===== src/rtl/core_pkg.sv =====
// Shared definitions for the write-back path: register-file geometry,
// the write-back request record, and the fixed requester indices.
package core_pkg;

    localparam int REG_ADDR_W = 5;
    localparam int XLEN       = 32;
    localparam int NUM_REG    = 32;

    typedef struct packed {
        logic [REG_ADDR_W-1:0] addr;
        logic [XLEN-1:0]       data;
    } wb_req_t;

    localparam int WB_SRC_EX  = 0;
    localparam int WB_SRC_LSU = 1;
    localparam int WB_SRC_CSR = 2;

endpackage


===== src/rtl/core_rr_arbiter.sv =====
// Round-robin arbiter with internal priority pointer.
// Ports:
//   clk, rst_n : clock, asynchronous active-low reset
//   req [N]    : request vector
//   en         : 0 forces gnt to zero and freezes the pointer
//   gnt [N]    : one-hot (or zero) grant, combinational
// The scan starts at the pointer and wraps; after a grant to i the pointer
// moves to i+1 so the winner gets lowest priority next time.
module core_rr_arbiter #(
    parameter int N = 3
) (
    input  logic         clk,
    input  logic         rst_n,
    input  logic [N-1:0] req,
    input  logic         en,
    output logic [N-1:0] gnt
);

    localparam int PW = (N > 1) ? $clog2(N) : 1;

    logic [PW-1:0] ptr;
    logic [PW-1:0] ptr_next;
    logic          found;

    always_comb begin
        gnt      = '0;
        ptr_next = ptr;
        found    = 1'b0;
        for (int off = 0; off < N; off++) begin
            int idx;
            idx = (int'(ptr) + off) % N;
            if (en && !found && req[idx]) begin
                gnt[idx] = 1'b1;
                found    = 1'b1;
                ptr_next = PW'((idx + 1) % N);
            end
        end
    end

    always_ff @(posedge clk or negedge rst_n) begin
        if (!rst_n) begin
            ptr <= '0;
        end else begin
            ptr <= ptr_next;
        end
    end

endmodule


===== src/rtl/core_wb_arbiter.sv =====
// Write-back arbiter: shares the single register-file write port among
// NUM_REQ sources (0 = EX, 1 = LSU, 2 = CSR) and keeps the busy scoreboard.
// Ports:
//   clk, rst_n        : clock, asynchronous active-low reset
//   req_valid/ready   : per-source handshake, ready is combinational one-hot
//   req_addr/req_data : per-source destination register and data (flat slices)
//   wb_hold           : suppresses all grants (debug halt / flush)
//   alloc_en/addr     : ID marks a destination register busy on issue
//   rf_write_*        : registered register-file write port
//   busy              : scoreboard, bit 0 always 0
//   grant_id          : index of the last granted source (registered)
import core_pkg::*;

module core_wb_arbiter #(
    parameter int NUM_REQ = 3,
    parameter int XLEN    = 32
) (
    input  logic                    clk,
    input  logic                    rst_n,
    input  logic [NUM_REQ-1:0]      req_valid,
    output logic [NUM_REQ-1:0]      req_ready,
    input  logic [NUM_REQ*5-1:0]    req_addr,
    input  logic [NUM_REQ*XLEN-1:0] req_data,
    input  logic                    wb_hold,
    input  logic                    alloc_en,
    input  logic [4:0]              alloc_addr,
    output logic                    rf_write_en,
    output logic [4:0]              rf_write_addr,
    output logic [XLEN-1:0]         rf_write_data,
    output logic [31:0]             busy,
    output logic [2:0]              grant_id
);

    logic [NUM_REQ-1:0]    gnt;
    logic                  arb_en;
    logic                  xfer;
    logic [2:0]            sel_idx;
    logic [REG_ADDR_W-1:0] sel_addr;
    logic [XLEN-1:0]       sel_data;
    logic [NUM_REG-1:0]    busy_next;

    // Gating with rst_n keeps ready low for the whole time reset is held,
    // not just until the first clock edge.
    assign arb_en = rst_n && !wb_hold;

    core_rr_arbiter #(.N(NUM_REQ)) u_rr (
        .clk   (clk),
        .rst_n (rst_n),
        .req   (req_valid),
        .en    (arb_en),
        .gnt   (gnt)
    );

    assign req_ready = gnt;
    assign xfer      = |gnt;

    always_comb begin
        sel_idx  = '0;
        sel_addr = '0;
        sel_data = '0;
        for (int i = 0; i < NUM_REQ; i++) begin
            if (gnt[i]) begin
                sel_idx  = 3'(i);
                sel_addr = req_addr[5*i +: 5];
                sel_data = req_data[XLEN*i +: XLEN];
            end
        end
    end

    // A write to x0 still completes the handshake but never strobes the port.
    always_ff @(posedge clk or negedge rst_n) begin
        if (!rst_n) begin
            rf_write_en   <= 1'b0;
            rf_write_addr <= '0;
            rf_write_data <= '0;
            grant_id      <= '0;
        end else begin
            rf_write_en <= xfer && (sel_addr != '0);
            if (xfer) begin
                rf_write_addr <= sel_addr;
                rf_write_data <= sel_data;
                grant_id      <= sel_idx;
            end
        end
    end

    // Clear applied before set so a same-register collision leaves the bit set.
    always_comb begin
        busy_next = busy;
        if (rf_write_en) begin
            busy_next[rf_write_addr] = 1'b0;
        end
        if (alloc_en && (alloc_addr != '0)) begin
            busy_next[alloc_addr] = 1'b1;
        end
        busy_next[0] = 1'b0;
    end

    always_ff @(posedge clk or negedge rst_n) begin
        if (!rst_n) begin
            busy <= '0;
        end else begin
            busy <= busy_next;
        end
    end

endmodule


===== config.mk =====
export PLATFORM = sky130hd
export DESIGN_NAME = core_wb_arbiter
export DESIGN_NICKNAME = d
export VERILOG_FILES = /design/src/rtl/core_pkg.sv /design/src/rtl/core_rr_arbiter.sv /design/src/rtl/core_wb_arbiter.sv
export SDC_FILE = /design/constraint.sdc
export NUM_CORES = 1
export LEC_CHECK = 0
export ABC_AREA = 0
export CAP_MARGIN = 20
export CORE_ASPECT_RATIO = 1.1
export CORE_MARGIN = 5
export CORE_UTILIZATION = 25
export CTS_BUF_LIST = sky130_fd_sc_hd__clkbuf_2
export CTS_CLUSTER_SIZE = 20
export DETAILED_ROUTE_END_ITERATION = 7
export PLACE_DENSITY = 0.61
export SLEW_MARGIN = 10
export SYNTH_ARGS = -nofsm -noshare
export SYNTH_HDL_FRONTEND = slang
export SYNTH_HIERARCHICAL = 1
export SYNTH_SLANG_ARGS = --single-unit

===== constraint.sdc =====
create_clock -name clk -period 9.7 [get_ports clk]
set_input_delay 1.94 -clock clk [delete_from_list [all_inputs] [get_ports clk]]
set_output_delay 1.94 -clock clk [all_outputs]
set_load 0.1 [all_outputs]

==> run metrics, run 1 <==
normalized max-slew margin 0.295; # Post-CTS Setup Buffers 0; mux cell area share after synthesis 0.0441; simple-gate portion of the synthesized area 0.113; Post-Place Setup Slack 0.743 ns; worst hold slack 0.528 ns; CTS Root Cell clkbuf_2; initial core utilization 0.254; fraction of registers with async set/reset 1.00; Detailed Route WL 17200 um; Syn Inst Count 504; Final WS setup 1.30 ns; crit path capture type register; gpl congestion 0.879; Compound-Gate Fraction of Synth Area 0.331; register area share after synthesis 0.390; global route total overflow 0; Crit Path Max Fanout 10; DRC viols 0; critical path launch point type input port; CTS tree built; Clock H-tree levels 3; All-Layer GR Usage 0.154; Crit path largest cell delay 0.48 ns; clk slew on worst S/H paths 0.21 ns; status completed; post-CTS sizing 0; Pre-antenna DRT Iters 5; largest family of logic cells by synthesized area compound AO/OA/AOI/OAI gates; Final Hold Viols 0; Core Region 0.0184 mm2; Critical Path AT 8.85 ns; post-route ant nets 0; Hold Buf Count CTS 0; worst-margin pin slew 1.05 ns; Finish-stage setup viols 0; minimum clock period 8.40 ns; DR iter-0 viols 249; Slowest-stage cell, CP nor2b_1; vias 4757; layout cell share with drive strength beyond 1 0.0823; HPWL Detailed 12800 um; DIE AREA 0.0216 mm2; unrepaired setup endpoints after global routing no; Synth Area in XOR/XNOR 0.0203; area leader, netlist dfrtp_1; Commonest cells post-synth dfrtp_1 (73), o21ai_0 (65), o22ai_1 (65); Wirelength per Cell 18.4 um; initial antenna violation count 1; clk_lat worst skew 0.54 ns; Synth top area share 0.390; chip height 154 um; top_reg_cell synth dfrtp_1; Area Growth Syn to Fin 47.9%; Data required, critical path 10.15 ns; fin nets 828; # IOs 199; most numerous cell in the Yosys netlist dfrtp_1; max_cap viols 0; global-route wire length before repair 26700 um; setup TNS 0 ns; Bufs and invs on worst path 2; Unique masters post-synth 70; Synth area leaders dfrtp_1 (39%), o22ai_1 (8.7%), o21ai_0 (6.9%); Synth warnings 6; Fmax 119 MHz; clock sink count 73; chip width 141 um; #FFs+latches synth 73; clk_skew 0.0298 ns; Synth Area in Adders 0.0427; Port Buffers 196; WS Path Type input port to register; min-delay worst type register to register; Clock Tree Buf Depth 2; period utilization 0.866; Vias/cell 5.08; Num CTS Buffers 9; Final Max Slew Viols 0; Cell Rows 52; cell family with most CP delay compound AO/OA/AOI/OAI gates; EDFF count, synth 0; largest net degree at the start of global routing 74; Post-Syn Area 0.00469 mm2; vias in the first global route 4756; Avg Inst Size Synth 9.30 um2
## per-layer routing
layer  routed length (um)  global-route usage  share of wire
met1                 7510               0.202           0.44
met2                 8050               0.244           0.47
met3                 1120              0.0308          0.065
met4                  571              0.0706          0.033
met5                    0                   0              0
## registers in the layout (all words and copies together) (netlist names)
name and cells:
rf_write_data 32, grant_id 2, busy 31, rf_write_addr 5
rf_write_en 1, u_rr/ptr 2
## cell usage in the layout, fill, tap and decap left out, drive strengths merged, types with 7 or more instances in the layout
cell           Yosys  final
xnor2              9      9
nand3             13     13
clkdlybuf4s50      0    195
a21o               7      7
mux2               7      7
ha                16     16
a21oi             43     43
dfrtp             73     73
clkbuf             5     12
buf               26      9
nor2              23     23
nand3b            15     15
o21ai             71     71
mux2i             12     12
inv               18     18
nand2             19     19
o22ai             65     65
## per-stage QoR
| step | std cells | instance area, um2 | utilization |
|---|---|---|---|
| 2_1_floorplan | 505 | 4690 | - |
| 3_3_place_gp | 920 | 6800 | 0.369 |
| 3_5_place_dp | 920 | 6800 | 0.369 |
| 4_1_cts | 935 | 6900 | 0.375 |
| 5_1_grt | 937 | 6930 | 0.376 |
| 6_report | 937 | 6930 | 0.376 |
## path summary, 6_finish.rpt
kind	depth (start not counted)	startpoint	end	slack (ns)
max in group asynchronous	3	rst_n	rf_write_addr[4]$_DFFE_PN0P_	7.75
hold reg to reg	2	busy[5]$_DFF_PN0_	busy[5]$_DFF_PN0_	0.53
setup reg to reg	27	u_rr/ptr[1]$_DFFE_PN0P_	u_rr/ptr[1]$_DFFE_PN0P_	2.09
hold / removal	2	busy[5]$_DFF_PN0_	busy[5]$_DFF_PN0_	0.53
setup / recovery	26	wb_hold	u_rr/ptr[1]$_DFFE_PN0P_	1.30
min in group asynchronous	2	rst_n	rf_write_data[20]$_DFFE_PN0P_	1.35
## final cells by class
class | instances | area [um2]
antenna | 1 | 2.50
fill | 1880 | 11500
sequential | 73 | 1830
clock buffer | 12 | 60.1
tap | 243 | 304
timing repair buffer | 204 | 2040
inverter | 18 | 67.6
clock inverter | 3 | 42.5
multi-input combinational | 383 | 2590
## tightest hold or removal path: stages (launching register included)
cell,delay (ns)
dfrtp_1,0.39
o21ai_0,0.07
o21ai_0,0.06
## cells by family after synthesis
family / after synthesis
AOI/OAI and AO/OA: 239
and+or+nand+nor: 97
DFF: 73
buffers and inverters: 49
muxes: 19
adders and majority gates: 16
xor gates and xnor gates: 10
other: 1
Power of run 1 is not shown: default switching activity piles up to over one toggle a cycle in this logic, so the estimate is an artifact.
==> run 2: changes to the inputs <==
CORE_MARGIN = unset   (was 5)
==> run 2 against run 1 <==
Net effect: count of clock-buffer cells in the layout decreased by 2; largest cell class unchanged; clock skew increased by 0.021 ns; via count increased by 1.5%; design area increased by 0.58%; worst setup slack got worse by 0.11 ns; global-route usage increased by 1.9 points; hold slack improved by 0.012 ns; register-to-register slack got worse by 0.07 ns.
==> run metrics, run 2 (synthesis gave the netlist of run 1 again) <==
Cell Rows 52 (unchanged); DR iter-0 viols 394 (was 249); critical path launch point type input port (unchanged); minimum clock period 8.51 ns (was 8.40 ns); Area Growth Syn to Fin 48.8% (was 47.9%); CTS Root Cell clkbuf_2 (unchanged); Data required, critical path 10.15 ns (about the same); Final Max Slew Viols 0 (unchanged); Util after Layout 0.380 (was 0.376); chip width 133 um (was 141 um); clock sink count 73 (unchanged); Port Buffers 196 (unchanged); vias in the first global route 4548 (was 4756); Hold Buf Count CTS 0 (unchanged); clk slew on worst S/H paths 0.20 ns (was 0.21 ns); setup TNS 0 ns (unchanged); global-route wire length before repair 25900 um (was 26700 um); post-route ant nets 0 (unchanged); initial core utilization 0.255 (was 0.254); Num CTS Buffers 9 (unchanged); min-delay worst type register to register (unchanged); clk_skew 0.0507 ns (was 0.0298 ns); Reg2Reg Setup Slack 2.02 ns (was 2.09 ns); normalized max-slew margin 0.310 (was 0.295); DIE AREA 0.0193 mm2 (was 0.0216 mm2); biggest regs rf_write_data x32, busy x31, rf_write_addr x5 (unchanged); Wirelength per Cell 17.7 um (was 18.4 um); largest net degree at the start of global routing 74 (unchanged); All-Layer GR Usage 0.173 (was 0.154); Critical Path AT 8.96 ns (was 8.85 ns); most common cell after layout, fill and taps aside clkdlybuf4s50_1 (unchanged); Vias/cell 5.15 (was 5.08); # Post-CTS Setup Buffers 0 (unchanged); Clock H-tree levels 3 (unchanged); DRC viols 0 (unchanged); clk_lat worst skew 0.60 ns (was 0.54 ns); HPWL Detailed 12200 um (was 12800 um); Crit Path Max Fanout 10 (unchanged); WS Path Type input port to register (unchanged); fin nets 828 (unchanged); layout cell share with drive strength beyond 1 0.0836 (was 0.0823); gpl congestion 0.876 (was 0.879); Core Region 0.0183 mm2 (was 0.0184 mm2); CTS tree built (unchanged); crit path capture type register (unchanged); Largest Register rf_write_data (unchanged); initial antenna violation count 1 (unchanged); Detailed Route WL 16600 um (was 17200 um); Clock Tree Buf Depth 2 (unchanged); Final Hold Viols 0 (unchanged); post-CTS sizing 0 (unchanged); unrepaired setup endpoints after global routing no (unchanged); Pre-antenna DRT Iters 5 (unchanged); Finish-stage setup viols 0 (unchanged); global route total overflow 0 (unchanged); max_cap viols 0 (unchanged); worst-margin pin slew 1.03 ns (was 1.05 ns); commonest cells after routing, fill and taps aside clkdlybuf4s50_1 (195), dfrtp_1 (73), o22ai_1 (65) (unchanged); vias 4828 (was 4757); Fmax 117 MHz (was 119 MHz); chip height 146 um (was 154 um); status completed (unchanged); # IOs 199 (unchanged); Largest register FFs 32 (unchanged); period utilization 0.878 (was 0.866)
## run 2: changes by cell type in the layout (fill, tap and decap cells not counted), sizes merged
cell | previous run | this run
bufinv | 1 | 3
inv | 18 | 20
clkinvlp | 1 | 0
clkbuf | 12 | 10
## run 2: cell type report
class	instances	area [um2]
diodes	1	2.50
clock buffers	10	50.0
clock inverters	6	113
fillers	1915	11400
inverters	18	67.6
multi-input cells	383	2590
flip-flops and latches	73	1830
well taps	243	304
repair buffers	204	2020
## run 2: per-stage QoR
| step | cell area [um2] | worst slack [ns] | hold WS (ns) | cells |
|---|---|---|---|---|
| floorplan | 4690 | 1.87 | 0.559 | 505 |
| global placement | 6810 | 0.929 | 0.489 | 921 |
| detailed placement | 6810 | 0.656 | 0.502 | 921 |
| CTS | 6970 | 1.28 | 0.546 | 937 |
| global route | 6970 | 0.672 | 0.584 | 938 |
| finish | 6970 | 1.19 | 0.540 | 938 |
## run 2: final timing paths
path	start	to	depth (start not counted)
setup / recovery	wb_hold	u_rr/ptr[1]$_DFFE_PN0P_	26
hold / removal	busy[20]$_DFF_PN0_	busy[20]$_DFF_PN0_	2
setup reg to reg	u_rr/ptr[1]$_DFFE_PN0P_	u_rr/ptr[1]$_DFFE_PN0P_	27
hold reg to reg	busy[20]$_DFF_PN0_	busy[20]$_DFF_PN0_	2
max in group asynchronous	rst_n	u_rr/ptr[0]$_DFFE_PN0P_	2
min in group asynchronous	rst_n	busy[9]$_DFF_PN0_	2
## run 2: critical path, cell delays in order
cell and delay (ns):
clkdlybuf4s50_1 0.40, nor2b_1 0.48, o211ai_1 0.33, nor2_1 0.37, mux2i_1 0.23, mux2i_1 0.14, ha_1 0.30, or3_4 0.46
a31oi_4 0.22, mux2i_1 0.44, o22ai_1 0.21, a22o_4 0.32, ha_1 0.29, inv_1 0.15, o211ai_1 0.13, xnor2_1 0.32
ha_1 0.43, a221oi_4 0.07, xnor2_1 0.15, ha_1 0.20, or2_2 0.29, a2111oi_0 0.37, a211o_1 0.19, a32o_1 0.23
mux2i_1 0.21, mux2i_1 0.08
## run 2: routing by layer
metal  wire, um  share of wire  GRT usage  vias up
met1       7540           0.45      0.230     2319
li1           -              -          -     2314
met2       7770           0.47      0.277      173
met4        298          0.018     0.0569        0
met3       1020          0.061     0.0383       22
met5          0              0          0        -
Power of run 2 is left out for the same reason.
==> run 3: changes to the inputs <==
CORE_MARGIN = 1   (was unset)
==> results of run 3 <==
Same layout as run 2: the final DEF is identical, and so are final timing and power.
Power of run 3 is left out for the same reason.
